## config.mk

```make
export PLATFORM = sky130hd
export DESIGN_NAME = alu_staged
export DESIGN_NICKNAME = d
export VERILOG_FILES = /design/src/rtl/alu_staged.sv
export SDC_FILE = /design/constraint.sdc
export NUM_CORES = 1
export LEC_CHECK = 0
export ABC_AREA = 1
export BUFFER_PORTS_ARGS = -buffer_cell sky130_fd_sc_hd__buf_4
export CAP_MARGIN = 20
export CORE_ASPECT_RATIO = 0.7
export CORE_UTILIZATION = 45
export CTS_BUF_LIST = sky130_fd_sc_hd__clkbuf_16
export DETAILED_ROUTE_END_ITERATION = 10
export PLACE_DENSITY_LB_ADDON = 0.3
export SLEW_MARGIN = 20
export SYNTH_ARGS = -nofsm -noshare
export SYNTH_HDL_FRONTEND = slang
export SYNTH_SLANG_ARGS = --single-unit
```

## constraint.sdc

```tcl
create_clock -name clk_i -period 5.8 [get_ports clk_i]
set_input_delay 0.58 -clock clk_i [delete_from_list [all_inputs] [get_ports clk_i]]
set_output_delay 0.58 -clock clk_i [all_outputs]
set_load 0.01 [all_outputs]
```

## src/rtl/alu_staged.sv

```systemverilog
// rtl/alu_staged.sv - staged ALU with split operand capture, timeout and multi-cycle multiply
module alu_staged #(
  parameter int DW      = 8,
  parameter int CW      = 4,
  parameter int TIMEOUT = 16
) (
  input  logic            clk_i,
  input  logic            rst_i,
  input  logic            ce_i,
  input  logic [1:0]      inp_valid_i,
  input  logic [DW-1:0]   opa_i,
  input  logic [DW-1:0]   opb_i,
  input  logic            cin_i,
  input  logic            mode_i,
  input  logic [CW-1:0]   cmd_i,
  output logic            in_ready_o,
  input  logic            out_ready_i,
  output logic            res_valid_o,
  output logic [2*DW-1:0] res_o,
  output logic            cout_o,
  output logic            oflow_o,
  output logic            g_o,
  output logic            e_o,
  output logic            l_o,
  output logic            err_o
);

  localparam int LW = $clog2(DW);
  localparam int TW = $clog2(TIMEOUT + 1);

  typedef enum logic [2:0] {
    S_IDLE, S_WAIT_A, S_WAIT_B, S_EXEC, S_MUL, S_HOLD
  } state_t;

  state_t            state_q, state_d;
  logic [TW-1:0]     cnt_q, cnt_d;
  logic              mcnt_q, mcnt_d;
  logic [DW-1:0]     a_q, a_d, b_q, b_d;
  logic [CW-1:0]     cmd_q, cmd_d;
  logic              mode_q, mode_d, cin_q, cin_d;
  logic              valid_q, valid_d;
  logic [2*DW-1:0]   res_q, res_d;
  logic              cout_q, cout_d, oflow_q, oflow_d;
  logic              g_q, g_d, e_q, e_d, l_q, l_d, err_q, err_d;

  // ALU datapath signals, all derived from the captured operands
  logic [DW:0]       a_x, b_x, c_x, t, ax1, bx1;
  logic [DW-1:0]     lres, ash;
  logic [LW-1:0]     sh;
  logic [2*DW-1:0]   dbl;
  logic [2*DW+1:0]   prod9;
  logic [2*DW-1:0]   prod10;
  logic [2*DW-1:0]   alu_res;
  logic              alu_cout, alu_oflow, alu_g, alu_e, alu_l, alu_err, is_mul;

  assign a_x    = {1'b0, a_q};
  assign b_x    = {1'b0, b_q};
  assign c_x    = {{DW{1'b0}}, cin_q};
  assign ax1    = a_x + (DW+1)'(1);
  assign bx1    = b_x + (DW+1)'(1);
  assign ash    = {a_q[DW-2:0], 1'b0};
  assign prod9  = {{(DW+1){1'b0}}, ax1} * {{(DW+1){1'b0}}, bx1};
  assign prod10 = {{DW{1'b0}}, ash} * {{DW{1'b0}}, b_q};
  assign sh     = b_q[LW-1:0];
  assign is_mul = mode_q && (cmd_q == CW'(9) || cmd_q == CW'(10));

  // Result and flag computation for the captured command
  always_comb begin
    alu_res   = '0;
    alu_cout  = 1'b0;
    alu_oflow = 1'b0;
    alu_g     = 1'b0;
    alu_e     = 1'b0;
    alu_l     = 1'b0;
    alu_err   = 1'b0;
    t         = '0;
    lres      = '0;
    dbl       = '0;
    if (mode_q) begin
      case (int'(cmd_q))
        0: begin t = a_x + b_x;         alu_res = {{(DW-1){1'b0}}, t}; alu_cout = t[DW]; end
        1: begin t = a_x - b_x;         alu_res = {{DW{1'b0}}, t[DW-1:0]}; alu_oflow = (a_q < b_q); end
        2: begin t = a_x + b_x + c_x;   alu_res = {{(DW-1){1'b0}}, t}; alu_cout = t[DW]; end
        3: begin t = a_x - b_x - c_x;   alu_res = {{DW{1'b0}}, t[DW-1:0]}; alu_oflow = (a_x < (b_x + c_x)); end
        4: begin t = ax1;               alu_res = {{(DW-1){1'b0}}, t}; alu_cout = t[DW]; end
        5: begin t = a_x - (DW+1)'(1);  alu_res = {{DW{1'b0}}, t[DW-1:0]}; alu_oflow = (a_q == '0); end
        6: begin t = bx1;               alu_res = {{(DW-1){1'b0}}, t}; alu_cout = t[DW]; end
        7: begin t = b_x - (DW+1)'(1);  alu_res = {{DW{1'b0}}, t[DW-1:0]}; alu_oflow = (b_q == '0); end
        8: begin alu_g = (a_q > b_q); alu_e = (a_q == b_q); alu_l = (a_q < b_q); end
        9:  alu_res = prod9[2*DW-1:0];
        10: alu_res = prod10;
        default: alu_err = 1'b1;
      endcase
    end else begin
      case (int'(cmd_q))
        0:  lres = a_q & b_q;
        1:  lres = ~(a_q & b_q);
        2:  lres = a_q | b_q;
        3:  lres = ~(a_q | b_q);
        4:  lres = a_q ^ b_q;
        5:  lres = ~(a_q ^ b_q);
        6:  lres = ~a_q;
        7:  lres = ~b_q;
        8:  lres = a_q >> 1;
        9:  lres = a_q << 1;
        10: lres = b_q >> 1;
        11: lres = b_q << 1;
        12: begin dbl = {a_q, a_q} << sh; lres = dbl[2*DW-1:DW]; alu_err = |(b_q >> LW); end
        13: begin dbl = {a_q, a_q} >> sh; lres = dbl[DW-1:0];    alu_err = |(b_q >> LW); end
        default: alu_err = 1'b1;
      endcase
      alu_res = {{DW{1'b0}}, lres};
    end
  end

  // State register; everything freezes while ce_i is low, reset wins regardless
  always_ff @(posedge clk_i) begin
    if (rst_i) begin
      state_q <= S_IDLE;
      cnt_q   <= '0;
      mcnt_q  <= 1'b0;
      a_q     <= '0;
      b_q     <= '0;
      cmd_q   <= '0;
      mode_q  <= 1'b0;
      cin_q   <= 1'b0;
      valid_q <= 1'b0;
      res_q   <= '0;
      cout_q  <= 1'b0;
      oflow_q <= 1'b0;
      g_q     <= 1'b0;
      e_q     <= 1'b0;
      l_q     <= 1'b0;
      err_q   <= 1'b0;
    end else if (ce_i) begin
      state_q <= state_d;
      cnt_q   <= cnt_d;
      mcnt_q  <= mcnt_d;
      a_q     <= a_d;
      b_q     <= b_d;
      cmd_q   <= cmd_d;
      mode_q  <= mode_d;
      cin_q   <= cin_d;
      valid_q <= valid_d;
      res_q   <= res_d;
      cout_q  <= cout_d;
      oflow_q <= oflow_d;
      g_q     <= g_d;
      e_q     <= e_d;
      l_q     <= l_d;
      err_q   <= err_d;
    end
  end

  // Next-state: operand capture, wait timeout, execute, multiply delay, result hold
  always_comb begin
    state_d = state_q;
    cnt_d   = cnt_q;
    mcnt_d  = mcnt_q;
    a_d     = a_q;
    b_d     = b_q;
    cmd_d   = cmd_q;
    mode_d  = mode_q;
    cin_d   = cin_q;
    valid_d = valid_q;
    res_d   = res_q;
    cout_d  = cout_q;
    oflow_d = oflow_q;
    g_d     = g_q;
    e_d     = e_q;
    l_d     = l_q;
    err_d   = err_q;
    case (state_q)
      S_IDLE: begin
        if (inp_valid_i != 2'b00) begin
          cmd_d  = cmd_i;
          mode_d = mode_i;
          cin_d  = cin_i;
          cnt_d  = '0;
          if (inp_valid_i[0]) a_d = opa_i;
          if (inp_valid_i[1]) b_d = opb_i;
          case (inp_valid_i)
            2'b11:   state_d = S_EXEC;
            2'b01:   state_d = S_WAIT_B;
            default: state_d = S_WAIT_A;
          endcase
        end
      end
      S_WAIT_A, S_WAIT_B: begin
        if ((state_q == S_WAIT_B && inp_valid_i[1]) || (state_q == S_WAIT_A && inp_valid_i[0])) begin
          if (inp_valid_i[0]) a_d = opa_i;
          if (inp_valid_i[1]) b_d = opb_i;
          state_d = S_EXEC;
        end else if (inp_valid_i != 2'b00) begin
          // the already-held operand came again: replace it and restart the wait
          if (inp_valid_i[0]) a_d = opa_i;
          if (inp_valid_i[1]) b_d = opb_i;
          cnt_d = '0;
        end else if (cnt_q == TW'(TIMEOUT - 1)) begin
          state_d = S_HOLD;
          valid_d = 1'b1;
          res_d   = '0;
          cout_d  = 1'b0;
          oflow_d = 1'b0;
          g_d     = 1'b0;
          e_d     = 1'b0;
          l_d     = 1'b0;
          err_d   = 1'b1;
        end else begin
          cnt_d = cnt_q + TW'(1);
        end
      end
      S_EXEC: begin
        if (is_mul) begin
          state_d = S_MUL;
          mcnt_d  = 1'b0;
        end else begin
          state_d = S_HOLD;
          valid_d = 1'b1;
          res_d   = alu_res;
          cout_d  = alu_cout;
          oflow_d = alu_oflow;
          g_d     = alu_g;
          e_d     = alu_e;
          l_d     = alu_l;
          err_d   = alu_err;
        end
      end
      S_MUL: begin
        if (mcnt_q) begin
          state_d = S_HOLD;
          valid_d = 1'b1;
          res_d   = alu_res;
          cout_d  = alu_cout;
          oflow_d = alu_oflow;
          g_d     = alu_g;
          e_d     = alu_e;
          l_d     = alu_l;
          err_d   = alu_err;
        end else begin
          mcnt_d = 1'b1;
        end
      end
      S_HOLD: begin
        if (out_ready_i) begin
          state_d = S_IDLE;
          cnt_d   = '0;
          valid_d = 1'b0;
          res_d   = '0;
          cout_d  = 1'b0;
          oflow_d = 1'b0;
          g_d     = 1'b0;
          e_d     = 1'b0;
          l_d     = 1'b0;
          err_d   = 1'b0;
        end
      end
      default: state_d = S_IDLE;
    endcase
  end

  assign in_ready_o  = (state_q == S_IDLE) || (state_q == S_WAIT_A) || (state_q == S_WAIT_B);
  assign res_valid_o = valid_q;
  assign res_o       = res_q;
  assign cout_o      = cout_q;
  assign oflow_o     = oflow_q;
  assign g_o         = g_q;
  assign e_o         = e_q;
  assign l_o         = l_q;
  assign err_o       = err_q;

endmodule

```

==> flow_summary.yaml <==
placed_design:
  post-dp-hpwl_um: 30230
  portBuffers: 51
  gp_congestion: 1.067
synthesis:
  ys_ff_latch: 54
  ys_top_cells_by_area: "nand2_1, fa_1, ha_1"
  syn_area_per_cell_sq_um: 6.301
  yosys.area.top_type_share_pct: 16.22
  ys_async_sr_fraction_pct: 0
  syn-num-nets: 1836
  synthCells: 1620
  synth_top_cell_by_area: "nand2_1"
  yosysSeqAreaShare_pct: 10.59
  ys.flop_type: "dfxtp_1"
  yosysWarnings: 0
  synth.distinct_cells: 49
  syn_area_sq_um: 10210
  synth_edf_count: 0
critical_path:
  cp_slowest_cell: "fa_1"
  end_kind: "flop"
  cp.required_ns: 6.05
  cp.arrival_ns: 5.62
  cp_max_fo: 11
  max_stage_delay_ns: 0.54
  r2r_slack_ns: 0.43
  critical_path.startpoint_type: "flop"
  critical_path.cell_chain: "clkinv_1, nor3_1, nand3_1, nand2_1, inv_1, nand2_1, fa_1, fa_1, inv_1, fa_1, inv_1, fa_1, inv_1, ha_1, a21oi_1, o21ai_0, a21oi_1, o21bai_1, a21oi_1, o21ai_0, nand2_1, nand2_1, a21oi_1"
  crit_type: "flop to flop"
finish:
  nets: 1886
  drive_above_1_share_pct: 8.259
  area_delta_synth_final_pct: 9.683
cts:
  cts_root_buffer: "clkbuf_16"
  ctsHoldBuffers: 0
  clk_latency_ns: 0.31
  cts_tree: "done"
  cts.reportedPaths.clkPinSlew_ns: 0.08
  postCtsSetupBuffers: 0
  cts_resized: 0
  cts_made_buffers: 5
  cts.path.max_buffers: 2
  cts_sinks: 54
  htree_levels: 2
routing:
  wl_um: 37000
  dr.pass1.iters: 8
  vias: 11240
  routedWlPerCell_um: 18.93
  drcViolationCount: 0
  via_per_inst: 5.751
  antenna_left: 0
  drt_iter0_markers: 1404
global_route:
  grt_usage_pct: 32.16
  grt.overflow.total: 0
  grt_antenna_before_repair: 1
  grt_pass1_vias: 10210
  grt_pass1_wl_um: 57340
  grt_max_degree: 29
timing:
  worst_clock_skew_ns: 0.009648
  hold_viol: 0
  fmax_ghz: 0.1863
  finalSetupTns_ns: 0
  rsz0062_at_grt: "false"
  timing.final.crit_period_ns: 5.369
  worst_pin_slew_ns: 0.7526
  timing.slew.headroom_pct: 49.37
  period_share_pct: 92.56
  setup_viol: 0
  slew_violations: 0
floorplanning:
  start_util_pct: 46.48
  core_area_sq_um: 21960
  io_pins: 52
  rows: 45
  design.die.area_sq_um: 23300
  die_x_um: 182.0
  die_h_um: 128.0
pwr:
  max-vdd-ir-drop_v: 0.0001375
  p_leak_nw: 5.774
  p_per_area_nw_per_um2: 255.9
  power_w: 0.002865
hold_path:
  hold_path_class: "flop to flop"
run_status:
  status: "completed"
job:
  max-cap-violations: 0
[report_power, final]
group          internal, W  total, W  switching, W  leakage (nW)
Sequential        0.000428  0.000518     0.0000900         0.441
Clock             0.000163  0.000328      0.000165        0.0664
Combinational     0.000628   0.00202       0.00139          5.27
Total              0.00122   0.00286       0.00165          5.77
[worst max-delay path: cells and delay by family (launching register included)]
kind,cells,cell delay [ns]
simple gates,6,1.03
fa+ha+maj,5,2.37
buf+inv,5,0.38
flops,1,0.49
compound gates,7,1.03
[cells by family after synthesis]
family	synth area share, %
adder cells (fa/ha/maj)	28.93
AND/OR/NAND/NOR	32.02
XOR/XNOR	1.888
multiplexers	0.09807
flip-flops	10.59
AO/OA/AOI/OAI	14.00
buffers and inverters	12.48
[placed cells by master, fill, tap and decap left out, types with 6 or more instances in the layout]
cell type,n
o21bai_1,7
buf_4,95
o2111ai_1,9
o21ai_0,92
ha_1,108
nor2_1,130
inv_2,16
nand2_1,441
fa_1,80
nor4_1,8
a21oi_1,95
clkinv_1,6
nand3_1,117
nor3_1,16
xor2_1,17
dfxtp_1,53
o22ai_1,15
o21ai_1,8
o211ai_1,8
inv_1,256
nand4_1,32
[layer usage]
| layer | GRT usage (%) | up-vias | wire length, um |
|---|---|---|---|
| li1 | - | 5304 | - |
| met3 | 11.16 | 71 | 5111 |
| met4 | 7.365 | 2 | 850 |
| met2 | 41.58 | 669 | 13500 |
| met5 | 2.316 | - | 72 |
| met1 | 49.28 | 5191 | 17460 |
[final timing paths]
path	end	from	cells after the start
max	res_o[11]$_SDFFE_PP0P_	flop	23
min	l_o$_SDFFE_PP0P_	l_o$_SDFFE_PP0P_	2
max reg2reg	res_o[11]$_SDFFE_PP0P_	flop	23
min reg2reg	l_o$_SDFFE_PP0P_	l_o$_SDFFE_PP0P_	2
[per-stage QoR]
stage | worst slack [ns] | instances | hold slack (ns) | instance area, sq um | utilization (%)
6_report | 0.4314 | 1954 | 0.4582 | 11200 | 50.99
5_1_grt | 0.02888 | 1953 | 0.4835 | 11190 | 50.97
4_1_cts | 0.2807 | 1953 | 0.4625 | 11190 | 50.97
3_5_place_dp | 0.3235 | 1945 | 0.4476 | 11040 | 50.29
3_3_place_gp | 0.4796 | 1945 | 0.4353 | 11040 | 50.29
2_1_floorplan | 0.7622 | 1620 | 0.4396 | 10210 | -
[cells in the mapped netlist, types with 8 or more instances]
master,count
a21oi_1,95
o21ai_0,92
dfxtp_1,54
o22ai_1,15
nand2_1,441
o211ai_1,8
fa_1,80
xor2_1,17
buf_2,22
clkbuf_1,25
nand3_1,117
nor4_1,8
nor2_1,130
o2111ai_1,9
inv_2,16
nor3_1,16
inv_1,256
nand4_1,32
o21ai_1,8
ha_1,108
[area by class of cell]
class / instances / area, sq um
fill: 2235 / 10760
multi-input combinational: 1236 / 7853
sequential: 54 / 1082
inverter: 278 / 1044
timing repair buffer: 95 / 713.2
tap: 282 / 352.8
clock buffer: 5 / 125.1
clock inverter: 3 / 23.77
antenna: 1 / 2.502
(Power assumes the default switching activity.)
